<file path="src/rtl/task_sched_pkg.sv">
// Shared types and constants for the round-robin task dispatcher.
package task_sched_pkg;

    localparam int TASK_W = 8;

    typedef enum logic {IDLE, OFFER} state_e;

    // Queue-ID width: smallest w with 2^w >= n, and at least 1.
    function automatic int qid_width(input int n);
        int w;
        w = 1;
        while ((1 << w) < n) w++;
        return w;
    endfunction

endpackage

</file>
<file path="src/rtl/rr_arbiter.sv">
// Combinational rotating-priority search. It can optionally hold the previous grant.
module rr_arbiter
    import task_sched_pkg::*;
#(
    parameter int NUM_Q = 4,
    parameter int QID_W = 2
) (
    input  logic [NUM_Q-1:0] eligible_i,
    input  logic [QID_W-1:0] last_grant_i,
    input  logic             hold_i,
    output logic [QID_W-1:0] grant_o,
    output logic             grant_valid_o
);

    int               idx;
    logic [QID_W-1:0] idx_w;

    always_comb begin
        grant_o       = '0;
        grant_valid_o = 1'b0;
        idx           = 0;
        idx_w         = '0;
        // Walk from the farthest offset down to +1 so the nearest eligible queue wins.
        // Offset NUM_Q wraps back onto last_grant itself.
        for (int k = NUM_Q; k >= 1; k--) begin
            idx = int'(last_grant_i) + k;
            if (idx >= NUM_Q) idx = idx - NUM_Q;
            idx_w = QID_W'(idx);
            if (eligible_i[idx_w]) begin
                grant_o       = idx_w;
                grant_valid_o = 1'b1;
            end
        end
        if (hold_i && eligible_i[last_grant_i]) begin
            grant_o       = last_grant_i;
            grant_valid_o = 1'b1;
        end
    end

endmodule

</file>
<file path="src/rtl/task_dispatcher.sv">
// Round-robin dispatcher. It pops one task at a time from NUM_Q queues,
// registers the task, and offers it to a single worker.
module task_dispatcher
    import task_sched_pkg::*;
#(
    parameter int NUM_Q = 4,
    parameter int QID_W = qid_width(NUM_Q),
    parameter int BURST = 2
) (
    input  logic                    clk,
    input  logic                    rst,
    input  logic                    enable,
    input  logic [NUM_Q-1:0]        q_mask,
    input  logic [NUM_Q-1:0]        q_empty,
    input  logic [NUM_Q*TASK_W-1:0] q_task,
    output logic [NUM_Q-1:0]        q_pop,
    output logic                    out_valid,
    input  logic                    out_ready,
    output logic [TASK_W-1:0]       out_task,
    output logic [QID_W-1:0]        out_qid,
    output logic                    busy,
    output logic [15:0]             dispatch_count
);

    localparam logic [3:0] BURST_MAX = 4'(BURST - 1);

    state_e            state_q, state_d;
    logic [QID_W-1:0]  last_grant_q, last_grant_d;
    logic [3:0]        burst_cnt_q, burst_cnt_d;
    logic              started_q, started_d;
    logic [TASK_W-1:0] out_task_q, out_task_d;
    logic [QID_W-1:0]  out_qid_q, out_qid_d;
    logic [15:0]       count_q, count_d;

    logic [NUM_Q-1:0]  eligible;
    logic              hold;
    logic [QID_W-1:0]  grant;
    logic              grant_valid;
    logic              pop_opp;
    logic              do_pop;

    assign eligible = ~q_empty & ~q_mask;
    // The reset value of last_grant only seeds the search.
    // started_q prevents it from being held on the very first grant.
    assign hold     = started_q && (burst_cnt_q < BURST_MAX);
    assign pop_opp  = enable && grant_valid && !rst;

    rr_arbiter #(
        .NUM_Q (NUM_Q),
        .QID_W (QID_W)
    ) u_arb (
        .eligible_i    (eligible),
        .last_grant_i  (last_grant_q),
        .hold_i        (hold),
        .grant_o       (grant),
        .grant_valid_o (grant_valid)
    );

    always_comb begin
        state_d      = state_q;
        last_grant_d = last_grant_q;
        burst_cnt_d  = burst_cnt_q;
        started_d    = started_q;
        out_task_d   = out_task_q;
        out_qid_d    = out_qid_q;
        count_d      = count_q;
        do_pop       = 1'b0;
        case (state_q)
            IDLE: begin
                if (pop_opp) begin
                    do_pop  = 1'b1;
                    state_d = OFFER;
                end
            end
            OFFER: begin
                if (out_ready) begin
                    count_d = count_q + 16'd1;
                    if (pop_opp) do_pop  = 1'b1;
                    else         state_d = IDLE;
                end
            end
            default: state_d = IDLE;
        endcase
        if (do_pop) begin
            out_task_d   = q_task[int'(grant)*TASK_W +: TASK_W];
            out_qid_d    = grant;
            last_grant_d = grant;
            started_d    = 1'b1;
            if (grant == last_grant_q)
                burst_cnt_d = (burst_cnt_q < BURST_MAX) ? burst_cnt_q + 4'd1 : burst_cnt_q;
            else
                burst_cnt_d = 4'd0;
        end
    end

    assign q_pop = do_pop ? (NUM_Q'(1) << grant) : '0;

    always_ff @(posedge clk or posedge rst) begin
        if (rst) begin
            state_q      <= IDLE;
            last_grant_q <= QID_W'(NUM_Q - 1);
            burst_cnt_q  <= 4'd0;
            started_q    <= 1'b0;
            out_task_q   <= '0;
            out_qid_q    <= '0;
            count_q      <= 16'd0;
        end else begin
            state_q      <= state_d;
            last_grant_q <= last_grant_d;
            burst_cnt_q  <= burst_cnt_d;
            started_q    <= started_d;
            out_task_q   <= out_task_d;
            out_qid_q    <= out_qid_d;
            count_q      <= count_d;
        end
    end

    assign out_valid      = (state_q == OFFER);
    assign busy           = (state_q == OFFER);
    assign out_task       = out_task_q;
    assign out_qid        = out_qid_q;
    assign dispatch_count = count_q;

endmodule

</file>
<file path="config.mk">
export PLATFORM = sky130hd
export DESIGN_NAME = task_dispatcher
export DESIGN_NICKNAME = d
export VERILOG_FILES = /design/src/rtl/task_sched_pkg.sv /design/src/rtl/rr_arbiter.sv /design/src/rtl/task_dispatcher.sv
export SDC_FILE = /design/constraint.sdc
export NUM_CORES = 1
export LEC_CHECK = 0
export CORE_UTILIZATION = 42
export DETAILED_ROUTE_END_ITERATION = 6
export GPL_TIMING_DRIVEN = 0
export PLACE_DENSITY = 0.8
export SKIP_CTS_REPAIR_TIMING = 1
export SLEW_MARGIN = 20
export SYNTH_ARGS = -nofsm -noshare
export SYNTH_HDL_FRONTEND = slang
export SYNTH_SLANG_ARGS = --single-unit
</file>
<file path="constraint.sdc">
create_clock -name clk -period 2.68 [get_ports clk]
set_clock_uncertainty 0.05 [all_clocks]
set_input_delay 0.402 -clock clk [delete_from_list [all_inputs] [get_ports clk]]
set_output_delay 0.402 -clock clk [all_outputs]
set_load 0.1 [all_outputs]
</file>
==> summary.md <==
| Metric | Value |
|---|---|
| Slew margin rel. | `32.9%` |
| Setup slack, reg-to-reg | `0.05 ns` |
| Setup violators final | `4` |
| Gr usage total | `25.4%` |
| Mapped Avg Cell Area | `9.34 um2` |
| # Max-Cap Violations | `0` |
| Post-synthesis mux area share | `0.469%` |
| Inserted Diodes | `0` |
| Switching share of power | `52.9%` |
| Worst R2R End | `out_task[7]` |
| Post-synth EDFFs | `0` |
| Dpl cells | `404` |
| Area delta synth->final | `55.3%` |
| Post-synth cell types | `58` |
| Post-synth net total | `304` |
| Peak VDD IR | `0.00131 V` |
| First-pass GRT wire length | `12100 um` |
| Placeable Area | `5510 um2` |
| Top-count cell post-synth | `dfrtp_1` |
| Tmin final | `3.11 ns` |
| Simple-gate share of the synthesized area | `22.9%` |
| Arr. time, crit path | `2.66 ns` |
| DR pass1 iterations | `5` |
| Compound-Gate Fraction of Synth Area | `28.4%` |
| Worst setup path category | `register to primary output` |
| Max Fclk | `321 MHz` |
| Register area share after synthesis | `35.5%` |
| Grt ovf | `0` |
| Ys async rst share | `100%` |
| Yosys reg bits | `34` |
| Post-synth top area share | `33.4%` |
| Vias in the first global route | `2448` |
| Worst setup slack after layout | `-0.432 ns` |
| Largest fanout on the critical path | `8` |
| RSZ-0062 raised after global routing | `yes` |
| Clk pwr share | `12.2%` |
| Pre-CTS setup slack | `-1.84 ns` |
| Ys Warns | `0` |
| Top post-synthesis cells by area | `dfrtp_1 (33%), a311oi_1 (5.5%), xnor2_1 (3.6%)` |
| Final wirelength | `7880 um` |
| Synthesized area | `2400 um2` |
| Die area | `6020 um2` |
| Initial antenna violation count | `0` |
| TritonCTS Sinks | `34` |
| Cell Pwr Density | `914 nW/um2` |
| Leakage | `1.44 nW` |
| Initial Util | `43.6%` |
| Chip Width | `77.6 um` |
| CTS Buf Count | `5` |
| Period utilisation layout | `116%` |
| FP Rows | `27` |
| Area leader, netlist | `dfrtp_1` |
| Xor and xnor fraction of the mapped netlist area | `5.47%` |
| Final hold viol count | `0` |
| Drc violations | `0` |
| Initial DRC Count | `230` |
| Top_reg_cell synth | `dfrtp_1` |
| Reg-to-Reg Start | `burst_cnt_q[0]` |
| CP Data Required Time | `2.23 ns` |
| FF-to-FF path depth | `11` |
| Syn Inst Count | `257` |
| Post-Synth Adder-Cell Area | `2.03%` |
| Clk slew on worst S/H paths | `0.08 ns` |
| Run status | `finished, violations left` |
| Skew-Pair Late Insertion Delay | `0.29 ns` |
| # nets final | `409` |
| Violations in the final reports | `setup timing` |
| Layout cell share with drive strength beyond 1 | `22.9%` |
| Worst Hold Launch | `started_q` |
| Actual slew at the worst max-slew pin | `1.00 ns` |
| CTS H-tree depth | `2` |
| Synth top cells by count | `dfrtp_1 (32), nor2_1 (17), nand2_1 (16)` |
| Drt via density | `6.33` |
| Largest net degree at the start of global routing | `36` |
| # port buffers | `75` |
| Final Max Slew Viols | `0` |
| WL/cell | `18.1 um` |
| P_int | `1.61 mW` |
| Power share of the combinational group | `64.1%` |
| Number of routed nets with antenna violations | `0` |
| Hpwl dp | `5330 um` |
| Cell Count, Final, Fillers Out | `435` |
| Hold Path Depth | `1` |
| RD Place Congestion | `0.983` |
| Max Buffers Root-to-Sink | `2` |
| Via Count | `2752` |
| Combinational family with the most area after synthesis | `compound AO/OA/AOI/OAI gates` |
| Die H | `77.6 um` |
| CTS tree | `built` |
| Startpoint types | `register` |
| Switching pwr | `1.80 mW` |
| Worst min path class | `register to register` |
| IO Pins | `76` |
| Part of the power in registers | `23.7%` |
| Root Buffer | `clkbuf_8` |
| Crit end category | `primary output` |
| Endpoint, Worst Hold | `started_q` |
## area by class of cell
type / count / area (um2)
clock buffers: 6 / 82.6
well taps: 72 / 90.1
inverters: 7 / 30.0
repair buffers: 98 / 970
plain buffers: 17 / 130
flip-flops and latches: 34 / 853
clock inverters: 2 / 12.5
repair inverters: 1 / 5.00
fillers: 419 / 1780
multi-input cells: 198 / 1560
## layout by cell type, fill, tap and decap left out, drive strengths merged, types with 5 or more instances in the layout
cell | synthesis | layout
clkdlybuf4s50 | 0 | 70
buf | 12 | 38
dfrtp | 32 | 32
nor2 | 19 | 19
nand2 | 16 | 16
a311oi | 16 | 16
a21oi | 16 | 16
and3 | 13 | 13
clkbuf | 6 | 12
xnor2 | 10 | 10
nor4 | 9 | 9
o221ai | 9 | 9
nand3 | 9 | 9
o2bb2ai | 8 | 8
o2111ai | 8 | 8
nand4b | 8 | 8
o21ai | 6 | 6
inv | 7 | 6
nand4 | 5 | 5
xor2 | 5 | 5
nor3 | 5 | 5
and2 | 5 | 5
## critical path: stages (launching register included)
cell and delay, ns:
dfrtp_1 0.39, inv_1 0.09, ha_4 0.17, nor4bb_4 0.14, buf_4 0.17, o21a_1 0.12, a2111o_1 0.36, and3_4 0.22
buf_8 0.13, nor3_4 0.22, and2_4 0.19, buf_12 0.16
## registers in the layout (all words and copies together) (netlist names)
register,count
busy,1
out_qid,2
last_grant_q,2
started_q,1
dispatch_count,16
out_task,8
burst_cnt_q,4
## power by group through the flow
stage / registers [mW] / clock network [mW] / logic [mW]
after floorplan: 1.48 / 0 / 0.759
after global placement: 0.796 / 0 / 1.89
after detailed placement: 0.805 / 0 / 1.92
after CTS: 0.797 / 0.419 / 1.92
after global routing: 0.828 / 0.447 / 2.29
final: 0.807 / 0.417 / 2.18
## metal layers
metal | wire (um) | track usage (%) | up-vias
met1 | 3160 | 33.0 | 1307
met5 | 0 | 0 | -
met3 | 753 | 5.18 | 25
met4 | 213 | 8.30 | 0
met2 | 3750 | 42.1 | 187
li1 | - | - | 1233
## worst max path at each step
stage / slack (ns) / start / end / depth (start not counted)
after floorplan: -0.11 / burst_cnt_q[0] / q_pop[0] / 10
after global placement: -1.81 / rst / q_pop[2] / 7
after detailed placement: -1.84 / rst / q_pop[2] / 7
after CTS: -1.84 / rst / q_pop[2] / 7
after global routing: -0.51 / burst_cnt_q[0] / q_pop[3] / 11
final: -0.43 / burst_cnt_q[0] / q_pop[3] / 11
## stage by stage
step                      cell area (um2)  setup TNS [ns]  hold slack (ns)  util [%]  power [mW]
after detailed placement             3310          -12.24            0.395      60.1        2.73
after floorplan                      2470          -0.277            0.296         -        2.24
after global routing                 3730           -1.86            0.460      67.7        3.56
after global placement               3310          -11.67            0.394      60.1        2.69
final                                3730           -1.52            0.432      67.7        3.41
after CTS                            3400           -8.11            0.416      61.8        3.14
## cell families (layout without fill, tap and decap cells)
logic type,Yosys count,after routing
buffers and inverters,25,131
and+or+nand+nor,95,95
muxes,1,1
adders and majority gates,4,4
DFF,34,34
xor gates and xnor gates,15,15
AOI/OAI and AO/OA,83,83
Power figures use the tool's default switching activity.
